$ cat src/rtl/neuron_weight_update_pkg.sv
// Shared types, limits and saturation helper for the neuron training datapath.
package neuron_pkg;

  typedef enum logic [1:0] {IDLE, DELTA, UPDATE, BIAS} state_t;

  localparam int DATA_WIDTH = 8;
  localparam int MAX_VAL    = 2 ** (DATA_WIDTH - 1) - 1;
  localparam int MIN_VAL    = -(2 ** (DATA_WIDTH - 1));

  // Clamp a wide signed value into the signed range of a width-bit word.
  function automatic logic signed [31:0] sat(input logic signed [31:0] value, input int width);
    logic signed [31:0] hi;
    logic signed [31:0] lo;
    hi = (32'sd1 <<< (width - 1)) - 32'sd1;
    lo = -(32'sd1 <<< (width - 1));
    if (value > hi) begin
      return hi;
    end else if (value < lo) begin
      return lo;
    end else begin
      return value;
    end
  endfunction

endpackage

$ cat src/rtl/neuron_weight_update_if.sv
// Request/response bundle between the training controller and one weight-update block.
interface neuron_weight_update_if #(
  parameter int NUM_INPUTS = 1,
  parameter int WIDTH      = 8
);

  logic [NUM_INPUTS*WIDTH-1:0] VALUES_IN;
  logic [NUM_INPUTS*WIDTH-1:0] WEIGHTS_IN;
  logic [WIDTH-1:0]            BIAS_IN;
  logic [WIDTH-1:0]            ERROR_IN;
  logic [WIDTH-1:0]            ACT_DERIV_IN;
  logic                        VALID_IN;
  logic                        READY_OUT;
  logic [NUM_INPUTS*WIDTH-1:0] WEIGHTS_OUT;
  logic [WIDTH-1:0]            BIAS_OUT;
  logic [WIDTH-1:0]            DELTA_OUT;
  logic                        VALID_OUT;

  modport master (
    output VALUES_IN, WEIGHTS_IN, BIAS_IN, ERROR_IN, ACT_DERIV_IN, VALID_IN,
    input  READY_OUT, WEIGHTS_OUT, BIAS_OUT, DELTA_OUT, VALID_OUT
  );

  modport slave (
    input  VALUES_IN, WEIGHTS_IN, BIAS_IN, ERROR_IN, ACT_DERIV_IN, VALID_IN,
    output READY_OUT, WEIGHTS_OUT, BIAS_OUT, DELTA_OUT, VALID_OUT
  );

endinterface

$ cat src/rtl/neuron_weight_update_mul.sv
// Combinational fixed-point multiply: full product, floor shift by FRAC_BITS, saturate.
module fixed_point_sat_mul
  import neuron_pkg::*;
#(
  parameter int WIDTH     = 8,
  parameter int FRAC_BITS = 3
) (
  input  logic signed [WIDTH-1:0] a,
  input  logic signed [WIDTH-1:0] b,
  output logic signed [WIDTH-1:0] product
);

  logic signed [2*WIDTH-1:0] full_product;
  logic signed [2*WIDTH-1:0] shifted;

  assign full_product = (2*WIDTH)'(a) * (2*WIDTH)'(b);
  assign shifted      = full_product >>> FRAC_BITS;
  assign product      = WIDTH'(sat(32'(shifted), WIDTH));

endmodule

$ cat src/rtl/neuron_weight_update.sv
// Backward-pass SGD update for one neuron: delta, then one weight per cycle, then bias.
module neuron_weight_update
  import neuron_pkg::*;
#(
  parameter int NUM_INPUTS = 1,
  parameter int WIDTH      = 8,
  parameter int FRAC_BITS  = 3,
  parameter int LR_SHIFT   = 3
) (
  input logic                  CLK,
  input logic                  RST,
  neuron_weight_update_if.slave bus
);

  localparam int                IDX_W    = (NUM_INPUTS > 1) ? $clog2(NUM_INPUTS) : 1;
  localparam logic [IDX_W-1:0]  LAST_IDX = IDX_W'(NUM_INPUTS - 1);

  state_t state;
  state_t next_state;

  logic [IDX_W-1:0]            idx;
  logic signed [WIDTH-1:0]     x_reg [NUM_INPUTS];
  logic signed [WIDTH-1:0]     w_reg [NUM_INPUTS];
  logic signed [WIDTH-1:0]     bias_reg;
  logic signed [WIDTH-1:0]     error_reg;
  logic signed [WIDTH-1:0]     deriv_reg;
  logic signed [WIDTH-1:0]     delta_reg;
  logic [NUM_INPUTS*WIDTH-1:0] weights_out;
  logic signed [WIDTH-1:0]     bias_out;
  logic signed [WIDTH-1:0]     delta_out;
  logic                        valid_out;
  logic                        ready;

  logic signed [WIDTH-1:0]     mul_a;
  logic signed [WIDTH-1:0]     mul_b;
  logic signed [WIDTH-1:0]     mul_p;
  logic signed [WIDTH:0]       w_diff;
  logic signed [WIDTH:0]       b_diff;
  logic signed [WIDTH-1:0]     w_next;
  logic signed [WIDTH-1:0]     b_next;

  always_ff @(posedge CLK) begin
    if (RST) begin
      state <= IDLE;
    end else begin
      state <= next_state;
    end
  end

  always_comb begin
    next_state = state;
    unique case (state)
      IDLE:    if (bus.VALID_IN) next_state = DELTA;
      DELTA:   next_state = UPDATE;
      UPDATE:  if (idx == LAST_IDX) next_state = BIAS;
      BIAS:    next_state = IDLE;
      default: next_state = IDLE;
    endcase
  end

  // The single multiplier computes delta in DELTA and the per-weight gradient in UPDATE.
  always_comb begin
    ready = (state == IDLE);
    mul_a = delta_reg;
    mul_b = x_reg[idx];
    if (state == DELTA) begin
      mul_a = error_reg;
      mul_b = deriv_reg;
    end
  end

  fixed_point_sat_mul #(
    .WIDTH     (WIDTH),
    .FRAC_BITS (FRAC_BITS)
  ) u_mul (
    .a       (mul_a),
    .b       (mul_b),
    .product (mul_p)
  );

  assign w_diff = (WIDTH+1)'(w_reg[idx]) - (WIDTH+1)'(mul_p >>> LR_SHIFT);
  assign b_diff = (WIDTH+1)'(bias_reg) - (WIDTH+1)'(delta_reg >>> LR_SHIFT);
  assign w_next = WIDTH'(sat(32'(w_diff), WIDTH));
  assign b_next = WIDTH'(sat(32'(b_diff), WIDTH));

  always_ff @(posedge CLK) begin
    if (RST) begin
      idx         <= '0;
      bias_reg    <= '0;
      error_reg   <= '0;
      deriv_reg   <= '0;
      delta_reg   <= '0;
      weights_out <= '0;
      bias_out    <= '0;
      delta_out   <= '0;
      valid_out   <= 1'b0;
      for (int i = 0; i < NUM_INPUTS; i++) begin
        x_reg[i] <= '0;
        w_reg[i] <= '0;
      end
    end else begin
      valid_out <= 1'b0;
      unique case (state)
        IDLE: begin
          if (bus.VALID_IN) begin
            for (int i = 0; i < NUM_INPUTS; i++) begin
              x_reg[i] <= bus.VALUES_IN[i*WIDTH +: WIDTH];
              w_reg[i] <= bus.WEIGHTS_IN[i*WIDTH +: WIDTH];
            end
            bias_reg  <= bus.BIAS_IN;
            error_reg <= bus.ERROR_IN;
            deriv_reg <= bus.ACT_DERIV_IN;
          end
        end
        DELTA: begin
          delta_reg <= mul_p;
          idx       <= '0;
        end
        UPDATE: begin
          weights_out[idx*WIDTH +: WIDTH] <= w_next;
          idx                             <= idx + IDX_W'(1);
        end
        BIAS: begin
          bias_out  <= b_next;
          delta_out <= delta_reg;
          valid_out <= 1'b1;
        end
        default: ;
      endcase
    end
  end

  assign bus.READY_OUT   = ready;
  assign bus.WEIGHTS_OUT = weights_out;
  assign bus.BIAS_OUT    = bias_out;
  assign bus.DELTA_OUT   = delta_out;
  assign bus.VALID_OUT   = valid_out;

endmodule
$ cat src/flat_wrapper.sv
// flat-port wrapper written by rule: the top's interface ports become plain ports
module neuron_weight_update_flat import neuron_pkg::*;
#(
  parameter int NUM_INPUTS = 1,
  parameter int WIDTH      = 8,
  parameter int FRAC_BITS  = 3,
  parameter int LR_SHIFT   = 3
)
  (CLK, RST, bus_VALUES_IN, bus_WEIGHTS_IN, bus_BIAS_IN, bus_ERROR_IN, bus_ACT_DERIV_IN, bus_VALID_IN, bus_READY_OUT, bus_WEIGHTS_OUT, bus_BIAS_OUT, bus_DELTA_OUT, bus_VALID_OUT);
  neuron_weight_update_if #(.NUM_INPUTS(NUM_INPUTS), .WIDTH(WIDTH)) bus_i ();
  input logic CLK;
  input logic RST;
  input wire logic [$bits(bus_i.VALUES_IN)-1:0] bus_VALUES_IN;
  input wire logic [$bits(bus_i.WEIGHTS_IN)-1:0] bus_WEIGHTS_IN;
  input wire logic [$bits(bus_i.BIAS_IN)-1:0] bus_BIAS_IN;
  input wire logic [$bits(bus_i.ERROR_IN)-1:0] bus_ERROR_IN;
  input wire logic [$bits(bus_i.ACT_DERIV_IN)-1:0] bus_ACT_DERIV_IN;
  input wire logic [$bits(bus_i.VALID_IN)-1:0] bus_VALID_IN;
  output wire logic [$bits(bus_i.READY_OUT)-1:0] bus_READY_OUT;
  output wire logic [$bits(bus_i.WEIGHTS_OUT)-1:0] bus_WEIGHTS_OUT;
  output wire logic [$bits(bus_i.BIAS_OUT)-1:0] bus_BIAS_OUT;
  output wire logic [$bits(bus_i.DELTA_OUT)-1:0] bus_DELTA_OUT;
  output wire logic [$bits(bus_i.VALID_OUT)-1:0] bus_VALID_OUT;
  assign bus_i.VALUES_IN = bus_VALUES_IN;
  assign bus_i.WEIGHTS_IN = bus_WEIGHTS_IN;
  assign bus_i.BIAS_IN = bus_BIAS_IN;
  assign bus_i.ERROR_IN = bus_ERROR_IN;
  assign bus_i.ACT_DERIV_IN = bus_ACT_DERIV_IN;
  assign bus_i.VALID_IN = bus_VALID_IN;
  assign bus_READY_OUT = bus_i.READY_OUT;
  assign bus_WEIGHTS_OUT = bus_i.WEIGHTS_OUT;
  assign bus_BIAS_OUT = bus_i.BIAS_OUT;
  assign bus_DELTA_OUT = bus_i.DELTA_OUT;
  assign bus_VALID_OUT = bus_i.VALID_OUT;
  neuron_weight_update #(.NUM_INPUTS(NUM_INPUTS), .WIDTH(WIDTH), .FRAC_BITS(FRAC_BITS), .LR_SHIFT(LR_SHIFT)) u_core (.CLK(CLK), .RST(RST), .bus(bus_i));
endmodule
$ cat config.mk
export PLATFORM = sky130hd
export DESIGN_NAME = neuron_weight_update_flat
export DESIGN_NICKNAME = d
export VERILOG_FILES = /design/src/rtl/neuron_weight_update_pkg.sv /design/src/rtl/neuron_weight_update_if.sv /design/src/rtl/neuron_weight_update_mul.sv /design/src/rtl/neuron_weight_update.sv /design/src/flat_wrapper.sv
export SDC_FILE = /design/constraint.sdc
export NUM_CORES = 1
export LEC_CHECK = 0
export CAP_MARGIN = 40
export CORE_ASPECT_RATIO = 0.7
export CORE_MARGIN = 2
export CORE_UTILIZATION = 65
export CTS_BUF_LIST = sky130_fd_sc_hd__clkbuf_16
export DETAILED_ROUTE_END_ITERATION = 6
export DONT_BUFFER_PORTS = 1
export PLACE_DENSITY = 0.81
export SLEW_MARGIN = 10
export SYNTH_ARGS = -nofsm -noshare
export SYNTH_HDL_FRONTEND = slang
export SYNTH_SLANG_ARGS = --single-unit
$ cat constraint.sdc
create_clock -name CLK -period 9.4 [get_ports CLK]
set_input_delay 1.41 -clock CLK [delete_from_list [all_inputs] [get_ports CLK]]
set_output_delay 1.41 -clock CLK [all_outputs]
set_load 0.05 [all_outputs]
==> summary.txt <==
share of cells above drive strength 1 - 8.73%
clk root buf - clkbuf_16
I/O Buffers - 0
f_max - 112 MHz
number of global-route vias before repair - 4618
Worst Skew - 0.00677 ns
vias per std cell - 5.84
Initial Util - 66.2%
CTS tree - yes
Total Wirelength - 14.0 mm
CORE AREA - 0.00957 mm²
synth cell count leaders - inv_1, nor2_1, dfxtp_1
Placer Congestion - 0.901
CP dominant cell by count - inv_1
Max-slew headroom - 47.0%
I/O Pins - 69
Critical Path Max Stage Delay - 0.61 ns
CTS Hold Buffers Added - 0
DRT iter0 DRCs - 442
later-pin clock latency in the skew report - 0.33 ns
final setup vio count - 0
Num Clock Sinks - 76
Post-CTS Setup Inserts - 0
clk buf depth - 2
setup TNS - 0 ns
nets@finish - 817
Die X - 122 µm
die height - 86.6 µm
top post-synthesis cells by area - dfxtp_1, fa_1, ha_1, edfxtp_1, inv_1
Yosys reg bits - 76
Max Slew Vio Count - 0
Tightest Pin Transition - 0.772 ns
Worst Path Required - 9.64 ns
# rows - 30
Min-Delay Path Class - reg2reg
Remaining DRCs - 0
Die ar. - 0.0106 mm²
CP startpoint kind - register
CTS buffer count - 9
largest net degree at the start of global routing - 39
hpwl dp - 11.1 mm
Clock transition at path regs - 0.06 ns
WL/cell - 17.4 µm
Mapped Area - 0.00634 mm²
CTS H-tree lvls - 3
Crit Path Class - reg2reg
Syn Nets - 820
Syn. warnings - 0
global route overflow - 0
maximum fanout along the worst path - 20
final-report hold violation count - 0
Cell variety after synth - 63
post-CTS sizing - 0
Post-synth EDFFs - 16
cell with the most instances after synthesis - inv_1
initial antenna violation count - 0
Tcrit/Tclk final - 94.9%
Crit path arrival time - 9.16 ns
n_diodes - 0
first-pass GRT wire length - 22.5 mm
Tot GR Track Use - 27.5%
Max Cap Viol - 0
Routed Antenna Nets - 0
Area Overhead vs Synth - 6.95%
Synth top area share - 19.0%
Synth Flop Type - dfxtp_1
sequential fraction of the synthesis area - 26.5%
Critical-path top delay cell - a21boi_1
CP Capture Type - register
DR pass1 iterations - 6
result of the run - finished, final reports clean
r2r setup slk - 0.48 ns
minimum clock period - 8.92 ns
Async S/R FF share, synth - 0%
post-synth top area cell - dfxtp_1
synthesized instance count - 674
via count - 4699
Mean Syn Cell Area - 9.40 µm²
## cell families (layout without fill, tap and decap cells)
kind of cell    after synthesis  count (layout)  share of synthesized area, %
compound gates              125             125                          14.9
xor+xnor                     26              26                          3.71
fa+ha+maj                   115             115                          29.1
buf+inv                     122             124                          7.36
flops                        76              76                          26.5
mux                          28              28                          4.44
simple gates                182             182                          14.0
## layer usage
layer | part of all wire [%] | track usage [%] | up-vias
met1 | 47 | 39.3 | 2233
li1 | - | - | 2263
met2 | 44 | 41.3 | 178
met3 | 7.5 | 7.43 | 25
met5 | 0 | 0 | -
met4 | 1.5 | 8.05 | 0
## final timing paths
check / cells after the start / start / to
max: 32 / u_core.state[1]$_SDFFE_PP0P_ / u_core.bus.WEIGHTS_OUT[4]$_SDFFE_PP0P_
min: 1 / u_core.error_reg[6]$_SDFFE_PP0P_ / u_core.error_reg[6]$_SDFFE_PP0P_
max reg2reg: 32 / u_core.state[1]$_SDFFE_PP0P_ / u_core.bus.WEIGHTS_OUT[4]$_SDFFE_PP0P_
min reg2reg: 1 / u_core.error_reg[6]$_SDFFE_PP0P_ / u_core.error_reg[6]$_SDFFE_PP0P_
## layout make-up
| class | count | area [µm²] |
|---|---|---|
| Multi-Input combinational cell | 476 | 4210 |
| Fill cell | 692 | 2790 |
| Sequential cell | 76 | 1680 |
| Inverter | 102 | 383 |
| Clock buffer | 10 | 250 |
| Tap cell | 128 | 160 |
| Timing Repair Buffer | 6 | 56.3 |
| Clock inverter | 6 | 37.5 |
## through the flow
stage / instances / instance area, µm² / worst slack (ns) / utilization [%] / hold slack, ns
floorplan: 674 / 6340 / 1.30 / - / 0.449
global route: 804 / 6780 / -0.000288 / 70.8 / 0.505
detailed placement: 788 / 6480 / 0.422 / 67.7 / 0.472
global placement: 785 / 6440 / 0.820 / 67.3 / 0.465
finish: 804 / 6780 / 0.481 / 70.8 / 0.489
CTS: 804 / 6760 / 0.389 / 70.7 / 0.489
## cells in the final DEF (no fill, tap or decap), types with 10 or more instances in the layout
cell type,instances
fa_1,57
nor2b_1,12
o21ai_0,13
a22o_1,23
inv_1,103
nor2_1,87
mux2i_1,24
a21oi_1,20
edfxtp_1,16
dfxtp_1,60
or2_2,11
xnor2_1,19
ha_1,45
a211oi_1,14
nand2_1,13
and2_1,19
clkbuf_16,10
## worst max-delay path, delay by kind of cell, from the launching register on
kind	cells	cell delay, ns
DFF	1	0.34
AOI/OAI and AO/OA	11	3.24
adders and majority gates	8	3.56
buffers and inverters	7	0.70
and+or+nand+nor	6	0.97
Power is left out: the tool's default activity adds up to more than one toggle a clock period on the data nets, which glitch-free logic cannot reach.
